===== src/rtl/demux_seq_pkg.sv =====
// Shared types, sizes and helpers for the demux select sequencer.
// Used by demux_select_sequencer and demux_seq_next_ch.
package demux_seq_pkg;

    localparam int unsigned NUM_CH = 4;
    localparam int unsigned SEL_W  = 2;

    typedef enum logic [1:0] {
        IDLE   = 2'b00,
        DRIVE  = 2'b01,
        FINISH = 2'b10
    } seq_state_t;

    // Lowest enabled channel; returns 0 for an empty mask.
    function automatic logic [SEL_W-1:0] first_ch(input logic [NUM_CH-1:0] mask);
        logic [SEL_W-1:0] ch;
        logic             found;
        ch    = '0;
        found = 1'b0;
        for (int unsigned i = 0; i < NUM_CH; i++) begin
            if (!found && mask[i]) begin
                ch    = SEL_W'(i);
                found = 1'b1;
            end
        end
        return ch;
    endfunction

endpackage


===== src/rtl/demux_seq_next_ch.sv =====
// Next enabled channel above cur (wrapping to the lowest enabled one), and
// whether cur is the highest enabled channel.
module demux_seq_next_ch
    import demux_seq_pkg::*;
(
    input  logic [SEL_W-1:0]  cur,
    input  logic [NUM_CH-1:0] mask,
    output logic [SEL_W-1:0]  nxt,
    output logic              is_last
);

    logic found;

    always_comb begin
        nxt   = first_ch(mask);
        found = 1'b0;
        for (int unsigned i = 0; i < NUM_CH; i++) begin
            if (!found && mask[i] && (SEL_W'(i) > cur)) begin
                nxt   = SEL_W'(i);
                found = 1'b1;
            end
        end
        is_last = !found;
    end

endmodule


===== src/rtl/demux_select_sequencer.sv =====
// Sweeps select_lines over the demux channels, holding each HOLD_CYCLES clocks.
// Optional channel mask: define DEMUX_SEQ_MASK_EN to add the ch_mask port.
module demux_select_sequencer
    import demux_seq_pkg::*;
#(
    parameter int unsigned HOLD_CYCLES = 20,
    parameter int unsigned CNT_W       = (HOLD_CYCLES > 1) ? $clog2(HOLD_CYCLES) : 1
) (
    input  logic              clk,
    input  logic              rst_n,
    input  logic              start,
    input  logic              abort,
    input  logic              continuous,
    input  logic              data_in,
    output logic              in,
    output logic [SEL_W-1:0]  select_lines,
    output logic              slot_strobe,
    output logic              busy,
    output logic              done
`ifdef DEMUX_SEQ_MASK_EN
    ,
    input  logic [NUM_CH-1:0] ch_mask
`endif
);

    localparam logic [CNT_W-1:0] LAST_CNT = CNT_W'(HOLD_CYCLES - 1);

    seq_state_t        state_q, state_d;
    logic [CNT_W-1:0]  cnt_q, cnt_d;
    logic [SEL_W-1:0]  sel_q, sel_d, nxt_sel;
    logic              in_q, in_d;
    logic              strobe_q, strobe_d;
    logic              is_last;
    logic              accept;
    logic [NUM_CH-1:0] start_mask;
    logic [NUM_CH-1:0] active_mask;

`ifdef DEMUX_SEQ_MASK_EN
    logic [NUM_CH-1:0] mask_q;

    assign start_mask  = ch_mask;
    assign active_mask = mask_q;

    // Mask is frozen at the accepting start so mid-sweep changes are ignored.
    always_ff @(posedge clk or negedge rst_n) begin
        if (!rst_n) begin
            mask_q <= '0;
        end else if (accept) begin
            mask_q <= ch_mask;
        end
    end
`else
    assign start_mask  = '1;
    assign active_mask = '1;
`endif

    assign accept = (state_q == IDLE) && start && (start_mask != '0);

    demux_seq_next_ch u_next_ch (
        .cur     (sel_q),
        .mask    (active_mask),
        .nxt     (nxt_sel),
        .is_last (is_last)
    );

    always_ff @(posedge clk or negedge rst_n) begin
        if (!rst_n) begin
            state_q  <= IDLE;
            cnt_q    <= '0;
            sel_q    <= '0;
            in_q     <= 1'b0;
            strobe_q <= 1'b0;
        end else begin
            state_q  <= state_d;
            cnt_q    <= cnt_d;
            sel_q    <= sel_d;
            in_q     <= in_d;
            strobe_q <= strobe_d;
        end
    end

    always_comb begin
        state_d  = state_q;
        cnt_d    = cnt_q;
        sel_d    = sel_q;
        in_d     = in_q;
        strobe_d = 1'b0;
        case (state_q)
            IDLE: begin
                if (accept) begin
                    state_d  = DRIVE;
                    sel_d    = first_ch(start_mask);
                    in_d     = data_in;
                    strobe_d = 1'b1;
                    cnt_d    = '0;
                end
            end
            DRIVE: begin
                if (abort) begin
                    state_d = IDLE;
                    sel_d   = '0;
                    in_d    = 1'b0;
                    cnt_d   = '0;
                end else if (cnt_q == LAST_CNT) begin
                    cnt_d = '0;
                    if (is_last && !continuous) begin
                        state_d = FINISH;
                        sel_d   = '0;
                        in_d    = 1'b0;
                    end else begin
                        sel_d    = nxt_sel;
                        in_d     = data_in;
                        strobe_d = 1'b1;
                    end
                end else begin
                    cnt_d = cnt_q + CNT_W'(1);
                end
            end
            FINISH: begin
                state_d = IDLE;
            end
            default: begin
                state_d = IDLE;
                sel_d   = '0;
                in_d    = 1'b0;
                cnt_d   = '0;
            end
        endcase
    end

    assign in           = in_q;
    assign select_lines = sel_q;
    assign slot_strobe  = strobe_q;
    assign busy         = (state_q == DRIVE);
    assign done         = (state_q == FINISH);

endmodule

===== config.mk =====
export PLATFORM = sky130hd
export DESIGN_NAME = demux_select_sequencer
export DESIGN_NICKNAME = d
export VERILOG_FILES = /design/src/rtl/demux_seq_pkg.sv /design/src/rtl/demux_seq_next_ch.sv /design/src/rtl/demux_select_sequencer.sv
export SDC_FILE = /design/constraint.sdc
export NUM_CORES = 1
export LEC_CHECK = 0
export CAP_MARGIN = 20
export CORE_AREA = 2 2 39 41
export CTS_BUF_LIST = sky130_fd_sc_hd__clkbuf_4 sky130_fd_sc_hd__clkbuf_8
export CTS_CLUSTER_DIAMETER = 120
export DETAILED_ROUTE_END_ITERATION = 16
export DIE_AREA = 0 0 41 43
export HOLD_SLACK_MARGIN = 0.02
export PLACE_DENSITY = 0.75
export SLEW_MARGIN = 40
export SYNTH_ARGS = -nofsm -noshare
export SYNTH_HDL_FRONTEND = slang
export SYNTH_SLANG_ARGS = --single-unit

===== constraint.sdc =====
create_clock -name clk -period 2 [get_ports clk]
set_clock_uncertainty 0.05 [all_clocks]
set_input_delay 0.4 -clock clk [delete_from_list [all_inputs] [get_ports clk]]
set_output_delay 0.4 -clock clk [all_outputs]
set_load 0.05 [all_outputs]

==> results.toml, run 1 <==
[yosys]
synthesis.area_sq_um = 578
syn_avg_cell_area_sq_um = 9.80
synth_edf_count = 0
synthTopCellsByCount = "11 x dfrtp_1, 5 x o21ai_0, 4 x inv_1, 4 x nand2_1, 4 x nand2b_1"
yosysTopAreaCellShare_pct = 47.6
synth_seq_cells = 11
yosys_warnings = 0
ys_types = 25
yosysMostFrequentCell = "dfrtp_1"
synthArstFlopShare_pct = 100
synth_area_leaders = "dfrtp_1 48%, ha_1 4.3%, nand2b_1 4.3%"
synth_area_leader_cell = "dfrtp_1"
synth_seq_area_share_pct = 47.6
synthCells = 59
syn_nets = 67
ys.flop_type = "dfrtp_1"

[clock_tree]
cts_htree_levels = 1
clock-root-buffer = "clkbuf_4"
clk_latency_ns = 0.27
numCtsBuffers = 3
post_cts_buffers = 0
cts.clk_slew.worst_paths_ns = 0.07
cts_buffer_depth = 2
cts_hold_buf = 0
cts.sinks = 11
cts_tree = "done"
post_cts_resized = 0

[timing]
setup_viol = 0
finalHoldViolCount = 0
finalCriticalPeriod_ns = 1.90
setup_tns_ns = 0
hold_ws_ns = 0.404
maxSlewHeadroom_pct = 67.1
final_max_slew_viol_count = 0
fin_crit_sh_pct = 94.9
max_freq_ghz = 0.527
worstMarginPinSlew_ns = 0.493
rsz0062_at_grt = "no"
setup_ws_ns = 0.102

[floorplan]
die_x_microns = 41
rows = 14
fp.dieArea_sq_um = 1760
die-height_microns = 43
io_pins = 12
initial_core_util_pct = 41.8
core_area_sq_um = 1380

[critical_path]
required_ns = 1.55
critPathKind = "flop to output port"
critPathCaptureType = "output port"
arrival_ns = 1.45
critPathTopFamily = "buffers and inverters"
crit_fanout = 3
path_cells = "clkdlybuf4s50_1"
cp_slowest_cell = "clkdlybuf4s50_1"
critPathBufInv = 1
slowest_delay_ns = 0.81
crit_path_start_kind = "flop"

[global_routing]
grt-ovfl-total = 0
grt_usage_pct = 16.8
grt_pass1_wl_microns = 1950
grt_pass1_vias = 456
antenna_found_initial = 0
grt_max_degree = 12

[flow_run]
maxCapViolations = 0

[cells_and_area]
final_net_count = 85
antennaDiodeCount = 0
seqCellArea_sq_um = 275
fill_cells = 134
multi_input_area_sq_um = 278
drive_gt1_share_pct = 15.8
synthToLayoutAreaGrowth_pct = 29.9
final_core_util_pct = 54.2

[detailed_routing]
drtIter0Drc = 5
drt-total-wl_microns = 1110
drt-met1-wl_microns = 522
highest_layer = "met3"
firstDrtPassIters = 4
met2_wirelength_microns = 532
avgViaCountPerCell = 5.21
wl_met3_microns = 58
drc_errors = 0
wl_per_cell_microns = 12.1
routed-via-count = 479
ant_nets = 0

[placement]
gp_congestion = 0.845
io_buffers = 11
dpl.hpwl_microns = 847
preCtsSetupSlack_ns = 0.124

[power_and_ir_drop]
powerDensity_nw_per_um2 = 723
ir_worst_vdd_v = 0.000451
p_leak_nw = 0.350

[hold_path]
hp-class = "input port to asynchronous set/reset pin"

[status]
status = "complete, no violations"
==> power breakdown <==
part | switching (W) | leakage, nW | internal (W)
sequential | 0.0000143 | 0.148 | 0.000237
clock | 0.0000750 | 0.0184 | 0.0000909
combinational | 0.0000697 | 0.184 | 0.0000554
total | 0.000159 | 0.350 | 0.000384
==> metrics by stage <==
stage	total power [W]	cells	area, sq um
final	0.000543	92	751
after global routing	0.000571	92	751
after CTS	0.000550	92	751
after detailed placement	0.000382	88	721
after global placement	0.000379	88	721
after floorplan	0.000330	59	578
==> final timing paths <==
kind,endpoint,startpoint,cells past startpoint,slack (ns)
hold reg to reg,in,in,1,0.43
min in group clk,in,in,1,0.43
setup / recovery,select_lines[1],select_lines[1],1,0.10
max in group asynchronous,in,rst_n,1,1.15
hold / removal,cnt_q[3],rst_n,1,0.40
setup reg to reg,in,cnt_q[0],5,0.36
==> area by class of cell <==
class,instances,share of cell area (%)
clock buffers,4,4.00
well taps,16,2.67
repair buffers,15,17.7
multi-input cells,42,37.0
flip-flops and latches,11,36.7
inverters,4,2.00
==> routing by layer <==
| metal | global-route usage, % | up-vias |
|---|---|---|
| met2 | 25.0 | 11 |
| met3 | 9.42 | 0 |
| met1 | 20.5 | 226 |
| met5 | 0 | - |
| li1 | - | 242 |
| met4 | 4.00 | 0 |
==> registers in the layout (all words and copies together) (netlist names) <==
| name | flops |
|---|---|
| state_q | 2 |
| select_lines | 2 |
| cnt_q | 5 |
| in | 1 |
| slot_strobe | 1 |
==> cell families after synthesis <==
family / synth area share [%]
AOI/OAI and AO/OA: 20.3
adders and majority gates: 4.33
buffers and inverters: 4.33
DFF: 47.6
and+or+nand+nor: 23.4
==> placed cells by master (no fill, tap or decap), types with 2 or more instances in the layout <==
master / n
dfrtp_1: 11
clkdlybuf4s50_1: 8
buf_4: 7
o21ai_0: 5
nand2b_1: 4
nand2_1: 4
inv_1: 4
clkbuf_4: 4
nor2b_1: 3
nand3_1: 3
a21oi_1: 3
nor2_1: 3
o31ai_1: 2
ha_1: 2
(Power assumes the default switching activity.)
==> inputs of run 2 (changes only) <==
- MAX_ROUTING_LAYER: not set -> met4
==> results.toml, run 2 (synthesized netlist as in run 1, its figures left out) <==
[critical_path]
cp_slowest_cell = "clkdlybuf4s50_1"
path_cells = "clkdlybuf4s50_1"
crit_path_start_kind = "flop"
crit_fanout = 3
slowest_delay_ns = 0.81
arrival_ns = 1.45
critPathBufInv = 1
required_ns = 1.55
critPathTopFamily = "buffers and inverters"
critPathCaptureType = "output port"
critPathKind = "flop to output port"

[clock_tree]
cts.sinks = 11
clock-root-buffer = "clkbuf_4"
numCtsBuffers = 3
clk_latency_ns = 0.27
cts_hold_buf = 0
cts_tree = "done"
cts_buffer_depth = 2
cts_htree_levels = 1
cts.clk_slew.worst_paths_ns = 0.07
post_cts_resized = 0
post_cts_buffers = 0

[floorplan]
die_x_microns = 41
io_pins = 12
die-height_microns = 43
core_area_sq_um = 1380
initial_core_util_pct = 41.8
fp.dieArea_sq_um = 1760
rows = 14

[timing]
hold_ws_ns = 0.402
finalHoldViolCount = 0
max_freq_ghz = 0.527
fin_crit_sh_pct = 94.9
rsz0062_at_grt = "no"
setup_tns_ns = 0
worstMarginPinSlew_ns = 0.490
setup_viol = 0
final_max_slew_viol_count = 0
maxSlewHeadroom_pct = 67.2
finalCriticalPeriod_ns = 1.90

[cells_and_area]
fill_cells = 134
final_net_count = 85
final_core_util_pct = 54.2
synthToLayoutAreaGrowth_pct = 29.9
largest_reg_flops = 5
drive_gt1_share_pct = 15.8
regMostFlops = "cnt_q"
antennaDiodeCount = 0
fin_cells = 92
mostFrequentLayoutCells = "11 x dfrtp_1, 8 x clkdlybuf4s50_1, 7 x buf_4, 5 x o21ai_0"
final_common_cell = "dfrtp_1"

[global_routing]
grt_pass1_vias = 452
grt-ovfl-total = 0
grt_max_degree = 12
antenna_found_initial = 0
grt_pass1_wl_microns = 1950
grt_usage_pct = 17.2

[status]
status = "complete, no violations"

[power_and_ir_drop]
sw_frac_of_total_pct = 29.3
pwr-share-comb_pct = 23.0
ir_worst_vdd_v = 0.000452
p_leak_nw = 0.350
powerDensity_nw_per_um2 = 723
p_sw_w = 0.000159
clkPwrFrac_pct = 30.6
intPower_w = 0.000384
p_seq_share_pct = 46.4

[detailed_routing]
drt-total-wl_microns = 1100
firstDrtPassIters = 2
ant_nets = 0
drc_errors = 0
drtIter0Drc = 1
routed-via-count = 468
avgViaCountPerCell = 5.09
wl_per_cell_microns = 12.0

[placement]
dpl.hpwl_microns = 847
post-place-cells = 88
io_buffers = 11
gp_congestion = 0.858

[flow_run]
maxCapViolations = 0

[hold_path]
hp-class = "input port to asynchronous set/reset pin"
-- run 2: cell counts in the layout (fill, tap and decap cells not counted) --
Identical to the previous run, type by type.
-- run 2: power groups by stage --
stage	sequential [W]	combinational, W	clock [W]
floorplan	0.000275	0.0000553	0
global placement	0.000255	0.000124	0
detailed placement	0.000256	0.000125	0
CTS	0.000252	0.000126	0.000172
global route	0.000256	0.000135	0.000180
finish	0.000252	0.000125	0.000166
-- run 2: worst paths after layout --
path | end | slack, ns | cells past startpoint | startpoint
setup / recovery | select_lines[1] | 0.10 | 1 | select_lines[1]
hold / removal | cnt_q[3] | 0.40 | 1 | rst_n
setup reg to reg | in | 0.37 | 5 | cnt_q[0]
hold reg to reg | in | 0.43 | 1 | in
max in group asynchronous | select_lines[0] | 1.16 | 1 | rst_n
min in group clk | in | 0.43 | 1 | in
-- run 2: stage by stage --
step	worst slack [ns]	area (sq um)	power, W
after detailed placement	0.124	721	0.000382
final	0.102	751	0.000543
after floorplan	0.395	578	0.000330
after global routing	0.0708	751	0.000571
after global placement	0.161	721	0.000379
after CTS	0.0865	751	0.000550
-- run 2: area by class of cell --
| cell class | instances | area, sq um | share of cell area, % |
|---|---|---|---|
| multi-input combinational | 42 | 278 | 37.0 |
| sequential | 11 | 275 | 36.7 |
| timing repair buffer | 15 | 133 | 17.7 |
| clock buffer | 4 | 30.0 | 4.00 |
| tap | 16 | 20.0 | 2.67 |
| inverter | 4 | 15.0 | 2.00 |
-- run 2: metal layers --
layer	global-route usage (%)	part of all wire, %	up-vias	wire length [microns]
met5	-	0	-	0
met4	4.00	0	0	0
met3	9.42	5.2	0	57
met2	25.0	48	8	529
met1	20.5	47	217	517
li1	-	-	243	-
